`src/rtl/mdu_arbiter_if.sv`:
```
// Bundle of the two requester ports and the MDU control/data port served by mdu_arbiter.
// The arbiter uses the slave view; requesters and the MDU sit on the master view.
interface mdu_arbiter_if #(
  parameter int unsigned DATA_W = 32
);
  logic              req0_valid;
  logic              req0_ready;
  logic [3:0]        req0_type;
  logic [DATA_W-1:0] req0_rs;
  logic [DATA_W-1:0] req0_rt;
  logic              resp0_valid;
  logic              resp0_ready;
  logic [DATA_W-1:0] resp0_data;

  logic              req1_valid;
  logic              req1_ready;
  logic [3:0]        req1_type;
  logic [DATA_W-1:0] req1_rs;
  logic [DATA_W-1:0] req1_rt;
  logic              resp1_valid;
  logic              resp1_ready;
  logic [DATA_W-1:0] resp1_data;

  logic              mdu_start;
  logic [3:0]        mdu_type;
  logic [DATA_W-1:0] mdu_rs;
  logic [DATA_W-1:0] mdu_rt;
  logic              mdu_busy;
  logic [DATA_W-1:0] mdu_out;

  modport slave (
    input  req0_valid, req0_type, req0_rs, req0_rt, resp0_ready,
    input  req1_valid, req1_type, req1_rs, req1_rt, resp1_ready,
    input  mdu_busy, mdu_out,
    output req0_ready, resp0_valid, resp0_data,
    output req1_ready, resp1_valid, resp1_data,
    output mdu_start, mdu_type, mdu_rs, mdu_rt
  );

  modport master (
    output req0_valid, req0_type, req0_rs, req0_rt, resp0_ready,
    output req1_valid, req1_type, req1_rs, req1_rt, resp1_ready,
    output mdu_busy, mdu_out,
    input  req0_ready, resp0_valid, resp0_data,
    input  req1_ready, resp1_valid, resp1_data,
    input  mdu_start, mdu_type, mdu_rs, mdu_rt
  );
endinterface

```
`src/rtl/mdu_arbiter.sv`:
```
// Two-requester arbiter in front of a single multiply/divide unit. One operation is in flight
// at a time: IDLE grants, ISSUE drives the MDU, BUSY waits for mult/div, RESP holds the result.
// Optional feature: define MDU_ARB_RR_EN for round-robin on simultaneous requests; otherwise
// requester 0 always wins.
module mdu_arbiter #(
  parameter int unsigned DATA_W = 32
) (
  input logic          clk,
  input logic          reset,
  mdu_arbiter_if.slave bus
);

  // MDU operation codes; must match the core's MDU_* encodings.
  localparam logic [3:0] MduMult  = 4'd1;
  localparam logic [3:0] MduMultu = 4'd2;
  localparam logic [3:0] MduDiv   = 4'd3;
  localparam logic [3:0] MduDivu  = 4'd4;
  localparam logic [3:0] MduMfhi  = 4'd5;
  localparam logic [3:0] MduMflo  = 4'd6;
  localparam logic [3:0] MduMthi  = 4'd7;
  localparam logic [3:0] MduMtlo  = 4'd8;

  typedef enum logic [1:0] {StIdle, StIssue, StBusy, StResp} state_e;

  state_e            state_q, state_d;
  logic              owner_q, owner_d;
  logic [3:0]        type_q, type_d;
  logic [DATA_W-1:0] rs_q, rs_d;
  logic [DATA_W-1:0] rt_q, rt_d;
  logic [DATA_W-1:0] resp_data_q, resp_data_d;

  logic grant0, grant1, pick1, start;
  logic op_long, op_start, op_mf;

  assign op_long  = type_q inside {MduMult, MduMultu, MduDiv, MduDivu};
  assign op_start = op_long || (type_q inside {MduMthi, MduMtlo});
  assign op_mf    = type_q inside {MduMfhi, MduMflo};

`ifdef MDU_ARB_RR_EN
  logic last_q, last_d;

  // On a tie, requester 1 wins only if requester 0 was granted last.
  assign pick1  = bus.req1_valid && (!bus.req0_valid || !last_q);
  assign last_d = grant1 ? 1'b1 : (grant0 ? 1'b0 : last_q);

  // Last-grant pointer; reset to 1 so requester 0 wins the first tie.
  always_ff @(posedge clk) begin
    if (reset) last_q <= 1'b1;
    else       last_q <= last_d;
  end
`else
  assign pick1 = bus.req1_valid && !bus.req0_valid;
`endif

  // Next-state, capture and grant logic.
  always_comb begin
    state_d     = state_q;
    owner_d     = owner_q;
    type_d      = type_q;
    rs_d        = rs_q;
    rt_d        = rt_q;
    resp_data_d = resp_data_q;
    grant0      = 1'b0;
    grant1      = 1'b0;
    start       = 1'b0;
    case (state_q)
      StIdle: begin
        // Grants are withheld while the MDU is busy and during the reset cycle.
        if (!reset && !bus.mdu_busy && (bus.req0_valid || bus.req1_valid)) begin
          grant0  = !pick1;
          grant1  = pick1;
          owner_d = pick1;
          type_d  = pick1 ? bus.req1_type : bus.req0_type;
          rs_d    = pick1 ? bus.req1_rs : bus.req0_rs;
          rt_d    = pick1 ? bus.req1_rt : bus.req0_rt;
          state_d = StIssue;
        end
      end
      StIssue: begin
        start       = op_start;
        // MF* results are read combinationally from the MDU this cycle; everything else
        // answers with zero.
        resp_data_d = op_mf ? bus.mdu_out : '0;
        state_d     = op_long ? StBusy : StResp;
      end
      StBusy: begin
        if (!bus.mdu_busy) state_d = StResp;
      end
      StResp: begin
        if (owner_q ? bus.resp1_ready : bus.resp0_ready) state_d = StIdle;
      end
      default: state_d = StIdle;
    endcase
  end

  // State and capture registers.
  always_ff @(posedge clk) begin
    if (reset) begin
      state_q     <= StIdle;
      owner_q     <= 1'b0;
      type_q      <= 4'd0;
      rs_q        <= '0;
      rt_q        <= '0;
      resp_data_q <= '0;
    end else begin
      state_q     <= state_d;
      owner_q     <= owner_d;
      type_q      <= type_d;
      rs_q        <= rs_d;
      rt_q        <= rt_d;
      resp_data_q <= resp_data_d;
    end
  end

  assign bus.req0_ready  = grant0;
  assign bus.req1_ready  = grant1;
  assign bus.resp0_valid = (state_q == StResp) && !owner_q;
  assign bus.resp1_valid = (state_q == StResp) && owner_q;
  assign bus.resp0_data  = bus.resp0_valid ? resp_data_q : '0;
  assign bus.resp1_data  = bus.resp1_valid ? resp_data_q : '0;
  assign bus.mdu_start   = start;
  assign bus.mdu_type    = (state_q == StIssue) ? type_q : 4'd0;
  assign bus.mdu_rs      = rs_q;
  assign bus.mdu_rt      = rt_q;

endmodule

```
`src/flat_wrapper.sv`:
```
// flat-port wrapper written by rule: the top's interface ports become plain ports
module mdu_arbiter_flat 
#(
  parameter int unsigned DATA_W = 32
)
  (clk, reset, bus_req0_valid, bus_req0_type, bus_req0_rs, bus_req0_rt, bus_resp0_ready, bus_req1_valid, bus_req1_type, bus_req1_rs, bus_req1_rt, bus_resp1_ready, bus_mdu_busy, bus_mdu_out, bus_req0_ready, bus_resp0_valid, bus_resp0_data, bus_req1_ready, bus_resp1_valid, bus_resp1_data, bus_mdu_start, bus_mdu_type, bus_mdu_rs, bus_mdu_rt);
  mdu_arbiter_if #(.DATA_W(DATA_W)) bus_i ();
  input logic clk;
  input logic reset;
  input wire logic [$bits(bus_i.req0_valid)-1:0] bus_req0_valid;
  input wire logic [$bits(bus_i.req0_type)-1:0] bus_req0_type;
  input wire logic [$bits(bus_i.req0_rs)-1:0] bus_req0_rs;
  input wire logic [$bits(bus_i.req0_rt)-1:0] bus_req0_rt;
  input wire logic [$bits(bus_i.resp0_ready)-1:0] bus_resp0_ready;
  input wire logic [$bits(bus_i.req1_valid)-1:0] bus_req1_valid;
  input wire logic [$bits(bus_i.req1_type)-1:0] bus_req1_type;
  input wire logic [$bits(bus_i.req1_rs)-1:0] bus_req1_rs;
  input wire logic [$bits(bus_i.req1_rt)-1:0] bus_req1_rt;
  input wire logic [$bits(bus_i.resp1_ready)-1:0] bus_resp1_ready;
  input wire logic [$bits(bus_i.mdu_busy)-1:0] bus_mdu_busy;
  input wire logic [$bits(bus_i.mdu_out)-1:0] bus_mdu_out;
  output wire logic [$bits(bus_i.req0_ready)-1:0] bus_req0_ready;
  output wire logic [$bits(bus_i.resp0_valid)-1:0] bus_resp0_valid;
  output wire logic [$bits(bus_i.resp0_data)-1:0] bus_resp0_data;
  output wire logic [$bits(bus_i.req1_ready)-1:0] bus_req1_ready;
  output wire logic [$bits(bus_i.resp1_valid)-1:0] bus_resp1_valid;
  output wire logic [$bits(bus_i.resp1_data)-1:0] bus_resp1_data;
  output wire logic [$bits(bus_i.mdu_start)-1:0] bus_mdu_start;
  output wire logic [$bits(bus_i.mdu_type)-1:0] bus_mdu_type;
  output wire logic [$bits(bus_i.mdu_rs)-1:0] bus_mdu_rs;
  output wire logic [$bits(bus_i.mdu_rt)-1:0] bus_mdu_rt;
  assign bus_i.req0_valid = bus_req0_valid;
  assign bus_i.req0_type = bus_req0_type;
  assign bus_i.req0_rs = bus_req0_rs;
  assign bus_i.req0_rt = bus_req0_rt;
  assign bus_i.resp0_ready = bus_resp0_ready;
  assign bus_i.req1_valid = bus_req1_valid;
  assign bus_i.req1_type = bus_req1_type;
  assign bus_i.req1_rs = bus_req1_rs;
  assign bus_i.req1_rt = bus_req1_rt;
  assign bus_i.resp1_ready = bus_resp1_ready;
  assign bus_i.mdu_busy = bus_mdu_busy;
  assign bus_i.mdu_out = bus_mdu_out;
  assign bus_req0_ready = bus_i.req0_ready;
  assign bus_resp0_valid = bus_i.resp0_valid;
  assign bus_resp0_data = bus_i.resp0_data;
  assign bus_req1_ready = bus_i.req1_ready;
  assign bus_resp1_valid = bus_i.resp1_valid;
  assign bus_resp1_data = bus_i.resp1_data;
  assign bus_mdu_start = bus_i.mdu_start;
  assign bus_mdu_type = bus_i.mdu_type;
  assign bus_mdu_rs = bus_i.mdu_rs;
  assign bus_mdu_rt = bus_i.mdu_rt;
  mdu_arbiter #(.DATA_W(DATA_W)) u_core (.clk(clk), .reset(reset), .bus(bus_i));
endmodule
```
`config.mk`:
```
export PLATFORM = sky130hd
export DESIGN_NAME = mdu_arbiter_flat
export DESIGN_NICKNAME = d
export VERILOG_FILES = /design/src/rtl/mdu_arbiter_if.sv /design/src/rtl/mdu_arbiter.sv /design/src/flat_wrapper.sv
export SDC_FILE = /design/constraint.sdc
export NUM_CORES = 1
export LEC_CHECK = 0
export ABC_AREA = 1
export ABC_CLOCK_PERIOD_IN_PS = 1700
export CORE_MARGIN = 10
export CORE_UTILIZATION = 35
export CTS_CLUSTER_SIZE = 12
export DETAILED_ROUTE_END_ITERATION = 10
export DONT_BUFFER_PORTS = 1
export GPL_ROUTABILITY_DRIVEN = 0
export PLACE_DENSITY = 0.46
export SLEW_MARGIN = 20
export SYNTH_ARGS = -nofsm -noshare
export SYNTH_HDL_FRONTEND = slang
export SYNTH_SLANG_ARGS = --single-unit
export TNS_END_PERCENT = 5
```
`constraint.sdc`:
```
create_clock -name clk -period 1.7 [get_ports clk]
set_input_delay 0.255 -clock clk [delete_from_list [all_inputs] [get_ports clk]]
set_output_delay 0.255 -clock clk [all_outputs]
set_load 0.05 [all_outputs]
```
==> results of run 1 <==
-- power by group --
group	leakage, nW	switching, mW	internal (mW)	total [mW]
Clock	0.140	0.964	1.06	2.02
Combinational	1.42	1.40	0.790	2.19
Sequential	0.840	0.601	2.83	3.43
Total	2.41	2.97	4.67	7.64
-- metal layers --
layer,part of all wire,wire [um],global-route usage
met5,0,0,0
met4,0.020,359,0.0623
met3,0.090,1610,0.0708
met2,0.52,9380,0.331
met1,0.37,6630,0.198
-- worst reg2reg max path: cells and delay by family (launching register included) --
| kind | cells | cell delay [ps] |
|---|---|---|
| AND/OR/NAND/NOR | 2 | 250 |
| flip-flops | 1 | 360 |
| buffers and inverters | 4 | 560 |
| AO/OA/AOI/OAI | 2 | 330 |
| adder cells (fa/ha/maj) | 1 | 150 |
-- repair_timing --
action	in CTS	in global routing
pin swaps	8	1
gates cloned	3	2
gates resized for setup	50	27
endpoints found under the hold margin	70	70
setup endpoints to repair	71	122
setup buffers	7	2
-- sequential cells by signal, indices dropped and copies added (netlist names) --
signal              cells
u_core.type_q           4
u_core.state_q          2
u_core.owner_q          1
u_core.bus.mdu_rt      32
u_core.bus.mdu_rs      32
u_core.resp_data_q     32
-- synthesized netlist by cell type --
cell	n
buf_4	2
nand3b_1	1
a21oi_2	1
nor3_1	1
nand3_4	1
dfxtp_1	103
nor2_4	1
buf_2	15
nor2_1	72
inv_1	49
a211oi_1	1
nand3_1	3
a31oi_1	68
a21oi_1	34
ha_1	5
nor2_2	1
nand2_1	251
o21a_1	1
clkbuf_1	32
o21ai_0	35
-- through the flow --
step,cells,setup WS [ps]
after CTS,927,-114
after global placement,901,119
after floorplan,677,-30.9
final,931,-96.9
after global routing,931,-174
after detailed placement,901,80.4
-- path summary, 6_finish.rpt --
kind / end / slack, ps / cells after the start
min: u_core.bus.mdu_rs[22] / -30 / 1
max reg2reg: u_core.bus.mdu_rt[29] / -30 / 9
max: bus_resp1_data[1] / -100 / 6
min reg2reg: u_core.bus.mdu_rt[28] / 490 / 2
-- layout make-up --
cell class / instances / area share
flip-flops and latches: 103 / 0.299
inverters: 49 / 0.0273
clock buffers: 10 / 0.0345
repair buffers: 115 / 0.240
clock inverters: 6 / 0.00740
well taps: 172 / 0.0311
multi-input cells: 476 / 0.361
-- cell families (layout without fill, tap and decap cells) --
kind of cell    after synthesis  count (layout)  synth area share
simple gates                331             331             0.278
fa+ha+maj                     5               5            0.0136
compound gates              140             140             0.173
buf+inv                      98             180            0.0859
flops                       103             103             0.449
==> flow_summary.yaml, run 1 <==
detailed_routing:
  via_count: 4657
  totalWireLength_mm: 18.0
  route.antenna.remaining_nets: 0
  post_dr_vias_cell: 5.00
  drc_errors: 0
  drt_first_iter_violations: 248
  drt_wl_cell_um: 19.3
  detail_route.first_pass.iterations: 4
layout:
  fillerInstances: 1214
  area.growth.synth_to_final_pct: 51.0
  layout.cells.most_common: "nand2_1"
  total_area_of_sequential_cells_um2: 2070
  multiInputGateArea_um2: 2500
  insertedDiodeCount: 0
  top_library_cells_by_usage_in_the_layout_fill_and_taps_aside: "nand2_1 (250), dfxtp_1 (101), a31oi_1 (68)"
  final_layout_size_suffix_gt1_frac: 0.260
  nets: 934
  layout.cell_area.non_filler_um2: 6930
  postLayoutCoreUtil: 0.545
floorplanning:
  floorplan.io_pins: 312
  initial_utilization: 0.361
  core_um2: 12700
  placement_rows: 41
  die_h_um: 134
  fp.dieW_um: 134
  dieArea_um2: 18100
logic_synthesis:
  proportion_of_netlist_area_held_by_the_largest_area_contributor: 0.449
  ys_seq_elements: 103
  part_of_the_yosys_area_used_for_sequential_elements: 0.449
  synth_net_count: 857
  ys_types: 20
  yosysWarningCount: 0
  postSynthCellCount: 677
  yosys-top-cells-area: "dfxtp_1 (45%), nand2_1 (21%), a31oi_1 (9.3%)"
  synthesis.area_per_instance_um2: 6.78
  synth_top_area_cell: "dfxtp_1"
  synthesis.area_um2: 4590
worst_setup_path:
  cpLargestDelayFamily: "buffers and inverters"
  worst-endpoint-arrival_ps: 1540
  setup.worst_path.end_class: "output port"
  critical_path_class: "reg -> out"
  path_cells: "ha_4 > buf_4 > nand2_4 > buf_12 > nor2_1 > buf_6"
  rr_startpoint: "u_core.state_q[1]"
  timing.critical_path.from_type: "register"
  critPathMaxFanout: 17
  cp_num_buf_inv: 3
  cpMaxStageDelayCell: "dfxtp_4"
  worst-endpoint-required_ps: 1440
  crit_path_start: "u_core.state_q[1]"
  cpPeakStageDelay_ps: 380
sta:
  layout_worst_path_cycle_share: 1.06
  hold_vio_cnt_final: 61
  final_max_tran_viols: 0
  fin_worst_skew_ps: 9.52
  worst_slack_ps: -96.9
  grt_setup_unrepaired: "true"
  timing.fmax_mhz: 557
  timing.setup.tns_ps: -4980
  max_slew.worst_pin.slew_ps: 595
  finalSetupViolCount: 69
  worst_hold_slack_ps: -30.7
  min_period_ps: 1800
  max_slew_margin: 0.603
grt:
  grtUsageTotal: 0.186
  grt_overflow_total: 0
  grt_start_max_net_pins: 73
  global_route_wire_length_before_repair_mm: 26.8
  antenna_found_initial: 0
  vias_in_the_first_global_route: 4684
job:
  maxCapViolations: 0
hold_path:
  hp-start: "reset"
  min-delay-path-class: "in -> reg"
outcome:
  run_status: "finished with violations"
  failing_checks: "hold timing, setup timing"
clock_tree:
  number_of_sinks_handled_by_clock_tree_synthesis: 103
  tritoncts_clock_tree: "yes"
  worst_skew_pair.late_latency_ps: 350
  clk_pin_slew_ps: 70
  cts_htree_levels: 3
  clockBufferDepth: 2
  numCtsBuffers: 9
  clockRootBuffer: "clkbuf_16"
power_and_ir_drop:
  power-per-cell-area_nw_per_um2: 1100
  leakagePower_nw: 2.41
  irDropWorstVdd_v: 0.000598
  total_power_mw: 7.64
placement:
  placedInstanceArea_um2: 6190
  portBuffers: 0
  place_hpwl_mm: 13.5
No activity file was read; power rests on OpenSTA's default activity.
==> run 2: changes to the inputs <==
TNS_END_PERCENT = not set   (was 5)
==> run 2 against run 1 <==
The run still ends with hold timing, setup timing left. Count of clock-buffer cells in the layout is 1 lower. Via count is 2.3% higher. Register-to-register slack better by 110 ps. Critical path type unchanged. Power is 2.0% higher.
==> flow_summary.yaml, run 2 (synthesis results as in run 1) <==
worst_setup_path:
  cpMaxStageDelayCell: "dfxtp_4"
  worst-endpoint-required_ps: 1440
  critical_path_class: "reg -> out"
  timing.critical_path.from_type: "register"
  path_cells: "ha_4 > inv_2 > nor2_4 > inv_6 > buf_12 > nor2_2 > buf_6"
  critical_path_cell_count: 7
  cp_num_buf_inv: 4
  cpLargestDelayFamily: "buffers and inverters"
  critPathMaxFanout: 9
  rr_startpoint: "u_core.state_q[1]"
  worst-endpoint-arrival_ps: 1580
  timing.reg2reg.worst_path_depth: 8
  setup.worst_path.end_class: "output port"
  cpPeakStageDelay_ps: 370
  setup.worst_path.end: "bus_resp0_data[31]"
  rrSetupSlack_ps: 80
  endpoint_of_the_worst_slack_reg_to_reg_timing_path: "u_core.bus.mdu_rt[6]"
  crit_path_start: "u_core.state_q[0]"
clock_tree:
  tritoncts_clock_tree: "yes"
  number_of_sinks_handled_by_clock_tree_synthesis: 103
  clockBufferDepth: 2
  cts_htree_levels: 3
  numCtsBuffers: 9
  clockRootBuffer: "clkbuf_16"
  worst_skew_pair.late_latency_ps: 350
  clk_pin_slew_ps: 70
detailed_routing:
  route.antenna.remaining_nets: 0
  via_count: 4766
  drt_wl_cell_um: 20.4
  drc_errors: 0
  post_dr_vias_cell: 5.16
  detail_route.first_pass.iterations: 5
  drt_first_iter_violations: 287
  totalWireLength_mm: 18.8
grt:
  global_route_wire_length_before_repair_mm: 27.1
  vias_in_the_first_global_route: 4663
  grt_overflow_total: 0
  antenna_found_initial: 0
  grt_start_max_net_pins: 73
  grtUsageTotal: 0.189
outcome:
  run_status: "finished with violations"
  failing_checks: "hold timing, setup timing"
sta:
  worst_slack_ps: -130
  worst_hold_slack_ps: -32.6
  final_max_tran_viols: 0
  finalSetupViolCount: 67
  max_slew_margin: 0.605
  hold_vio_cnt_final: 68
  max_slew.worst_pin.slew_ps: 592
  grt_setup_unrepaired: "true"
  min_period_ps: 1830
  timing.setup.tns_ps: -5980
  timing.fmax_mhz: 546
  fin_worst_skew_ps: 9.05
  layout_worst_path_cycle_share: 1.08
power_and_ir_drop:
  leakagePower_nw: 2.41
  power-per-cell-area_nw_per_um2: 1080
  irDropWorstVdd_v: 0.000600
layout:
  fillerInstances: 1189
  layout.cells.most_common: "nand2_1"
  nets: 929
  final_layout_size_suffix_gt1_frac: 0.278
  total_area_of_sequential_cells_um2: 2070
  insertedDiodeCount: 0
  top_library_cells_by_usage_in_the_layout_fill_and_taps_aside: "nand2_1 (250), dfxtp_1 (98), a31oi_1 (68)"
  multiInputGateArea_um2: 2670
  layout.cell_area.non_filler_um2: 7210
  area.growth.synth_to_final_pct: 57.1
  post_layout_nonfiller_instances: 924
floorplanning:
  placement_rows: 41
  die_h_um: 134
  fp.dieW_um: 134
  dieArea_um2: 18100
  initial_utilization: 0.361
  floorplan.io_pins: 312
  core_um2: 12700
placement:
  place_hpwl_mm: 13.4
  portBuffers: 0
  placedInstanceArea_um2: 6110
  post-place-cells: 893
hold_path:
  min-delay-path-class: "in -> reg"
job:
  maxCapViolations: 0
-- run 2: cell count changes in the layout (fill, tap and decap cells not counted), moves of 4 or more --
cell and delta:
nor2_2 -10, buf_6 -5, nor2_4 +25, buf_16 +4, buf_8 +8, nor2_1 -15, buf_4 -13
-- run 2: repair_timing --
| action | in CTS | in global routing |
|---|---|---|
| cloned | 7 | 3 |
| buffers inserted | 5 | 2 |
| endpoints found under the setup margin | 72 | 93 |
| gates resized for setup | 85 | 54 |
| endpoints found under the hold margin | 70 | 70 |
| pin swaps | 3 | 1 |
-- run 2: area by class of cell --
| class | count | share of cell area |
|---|---|---|
| inverter | 49 | 0.0266 |
| clock inverter | 5 | 0.00833 |
| clock buffer | 9 | 0.0312 |
| sequential | 103 | 0.288 |
| tap | 172 | 0.0299 |
| timing repair buffer | 110 | 0.246 |
| multi-input combinational | 476 | 0.371 |
-- run 2: worst min path at each step --
stage / startpoint / endpoint / slack (ps) / depth (start not counted)
6_report: reset / u_core.bus.mdu_rs[20] / -30 / 1
5_1_grt: reset / u_core.bus.mdu_rs[26] / -50 / 1
4_1_cts: reset / u_core.bus.mdu_rs[20] / -40 / 1
3_5_place_dp: reset / u_core.state_q[0] / 340 / 1
3_3_place_gp: reset / u_core.state_q[0] / 330 / 1
2_1_floorplan: bus_mdu_out[0] / u_core.resp_data_q[0] / 400 / 2
-- run 2: layer usage --
| layer | track usage | up-vias | part of all wire |
|---|---|---|---|
| met5 | 0 | - | 0 |
| met4 | 0.0726 | 0 | 0.020 |
| met3 | 0.0657 | 25 | 0.091 |
| met2 | 0.335 | 245 | 0.53 |
| met1 | 0.202 | 2183 | 0.36 |
| li1 | - | 2313 | - |
-- run 2: power breakdown --
group,internal (mW),total (mW),switching (mW)
clock,1.13,2.07,0.934
sequential,2.83,3.51,0.678
combinational,0.786,2.22,1.44
-- run 2: worst reg2reg max path, cell delays in order (launching register included) --
cell       delay (ps)
dfxtp_4           370
inv_2             100
ha_4              160
nand3_4           120
nor2_4            170
buf_6             160
bufbuf_16         270
nand2_1            50
a31oi_1           150
-- run 2: through the flow --
stage / utilization / total power [mW] / setup WS [ps]
after floorplan: - / 4.92 / -30.9
after global placement: 0.481 / 5.36 / 146
after detailed placement: 0.481 / 5.42 / 71.7
after CTS: 0.542 / 7.68 / -132
after global routing: 0.567 / 8.19 / -200
final: 0.567 / 7.80 / -130
==> run 3: changes to the inputs <==
CTS_CLUSTER_SIZE = 16   (was 12)
GPL_TIMING_DRIVEN = 1   (was not set)
SETUP_SLACK_MARGIN = 0.5   (was not set)
==> run 3 against run 2 <==
The flow still finishes with violations (hold timing, setup timing). Global-route usage increased by 1.5 points. Fmax is 0.83% higher. Count of clock-buffer cells in the layout increased by 1. Flip-flop and latch count is the same. Final cell count up 0.97%. Sequential share of layout area shrank 1.3 points. Power increased by 3.2%. Critical path depth unchanged. Core utilization rose by 3.0 points. Non-clock buffer count grew 8. Combinational power increased by 8%. Largest cell class unchanged. Largest power group unchanged.
==> flow_summary.yaml, run 3 (synthesis results as in run 1) <==
detailed_routing:
  route.antenna.remaining_nets: 0
  via_count: 4811
  post_dr_vias_cell: 5.16
  detail_route.first_pass.iterations: 6
  drc_errors: 0
  drt_first_iter_violations: 270
  drt_wl_cell_um: 20.6
  totalWireLength_mm: 19.3
power_and_ir_drop:
  p_int_mw: 4.91
  leakagePower_nw: 2.55
  power_dissipated_by_switching_net_loads_mw: 3.13
  clock_power_share: 0.268
  power.sequential.fraction: 0.434
  total_power_mw: 8.04
  irDropWorstVdd_v: 0.000487
  pwr-share-comb: 0.298
  power.switching_fraction: 0.389
  power-per-cell-area_nw_per_um2: 1060
placement:
  placedInstanceArea_um2: 6780
  place_hpwl_mm: 14.2
  portBuffers: 0
floorplanning:
  die_h_um: 134
  initial_utilization: 0.361
  placement_rows: 41
  dieArea_um2: 18100
  floorplan.io_pins: 312
  core_um2: 12700
  fp.dieW_um: 134
sta:
  worst_slack_ps: -115
  max_slew_margin: 0.610
  fin_worst_skew_ps: 10.6
  min_period_ps: 1820
  layout_worst_path_cycle_share: 1.07
  finalSetupViolCount: 96
  timing.setup.tns_ps: -6070
  timing.fmax_mhz: 551
  max_slew.worst_pin.slew_ps: 584
  hold_vio_cnt_final: 68
  final_max_tran_viols: 0
  grt_setup_unrepaired: "true"
  worst_hold_slack_ps: -37.1
hold_path:
  min-delay-path-class: "in -> reg"
  hp-start: "reset"
grt:
  antenna_found_initial: 0
  grt_start_max_net_pins: 73
  grt_overflow_total: 0
  global_route_wire_length_before_repair_mm: 29.1
  vias_in_the_first_global_route: 4928
  grtUsageTotal: 0.204
worst_setup_path:
  critical_path_class: "reg -> out"
  crit_path_start: "u_core.state_q[0]"
  worst-endpoint-required_ps: 1440
  critPathMaxFanout: 13
  rr_startpoint: "u_core.state_q[1]"
  worst-endpoint-arrival_ps: 1560
  setup.worst_path.end_class: "output port"
  timing.critical_path.from_type: "register"
clock_tree:
  clockRootBuffer: "clkbuf_16"
  number_of_sinks_handled_by_clock_tree_synthesis: 103
  worst_skew_pair.late_latency_ps: 350
  clk_pin_slew_ps: 70
  tritoncts_clock_tree: "yes"
  clockBufferDepth: 2
  numCtsBuffers: 9
  cts_htree_levels: 3
layout:
  fillerInstances: 1136
  layout.cells.most_common: "nand2_1"
  nets: 937
  insertedDiodeCount: 0
  final_layout_size_suffix_gt1_frac: 0.314
  postLayoutCoreUtil: 0.596
  total_area_of_sequential_cells_um2: 2090
  top_library_cells_by_usage_in_the_layout_fill_and_taps_aside: "nand2_1 (246), dfxtp_1 (87), buf_12 (74)"
  area.growth.synth_to_final_pct: 65.4
  multiInputGateArea_um2: 2710
  layout.cell_area.non_filler_um2: 7590
outcome:
  failing_checks: "hold timing, setup timing"
  run_status: "finished with violations"
job:
  maxCapViolations: 0
run 3: cell types whose count changed in the layout (fill, tap and decap cells not counted), sizes merged:
cell      before  now
clkinvlp       1    4
buf          106  112
inv           50   49
clkbuf        12   11
bufbuf         1    5
clkinv         2    0
run 3: through the flow:
| stage | instances | setup WS [ps] | hold WS, ps |
|---|---|---|---|
| after floorplan | 677 | -12.6 | 396 |
| after global placement | 894 | 163 | 329 |
| after detailed placement | 894 | 90.0 | 336 |
| after CTS | 928 | -138 | -43.9 |
| after global routing | 933 | -184 | -53.9 |
| final | 933 | -115 | -37.1 |
run 3: per-layer routing:
| metal | GRT usage | wire [um] | part of all wire | vias to the layer above |
|---|---|---|---|---|
| met4 | 0.0701 | 467 | 0.024 | 0 |
| met2 | 0.358 | 9840 | 0.51 | 227 |
| li1 | - | - | - | 2338 |
| met5 | 0 | 0 | 0 | - |
| met3 | 0.0690 | 1610 | 0.084 | 26 |
| met1 | 0.225 | 7350 | 0.38 | 2220 |
run 3: critical path, stage by stage (launching register included):
cell and delay [ps]:
dfxtp_4 380, ha_4 140, inv_2 40, nor2_4 120, inv_6 80, buf_12 180
nor2_4 130, buf_12 140
run 3: power groups by stage:
stage               clock network [mW]  logic (mW)  registers [mW]
floorplan                            0        1.74            3.52
global placement                     0        2.05            3.52
detailed placement                   0        2.10            3.54
CTS                               2.19        2.37            3.49
global route                      2.30        2.64            3.54
finish                            2.15        2.40            3.49
run 3: worst paths after layout:
check                           cells after the start               endpoint  slack [ps]
worst min-delay path                                1  u_core.bus.mdu_rt[11]         -40
worst max register to register                      9  u_core.bus.mdu_rs[26]         -30
worst max-delay path                                7     bus_resp0_data[10]        -120
worst min register to register                      2  u_core.bus.mdu_rt[28]         490
run 3: timing repair:
item / CTS / global route
endpoints found under the hold margin: 70 / 70
setup buffers: 10 / 4
gates cloned: 9 / 1
setup endpoints to repair: 231 / 223
resized for setup: 33 / 7
pin swaps: 9 / 7
run 3: final cells by class:
cell class / count / share of cell area
Multi-Input combinational cell: 476 / 0.358
Sequential cell: 103 / 0.275
Timing Repair Buffer: 118 / 0.272
Clock buffer: 10 / 0.0315
Tap cell: 172 / 0.0284
Inverter: 49 / 0.0272
Clock inverter: 5 / 0.00824
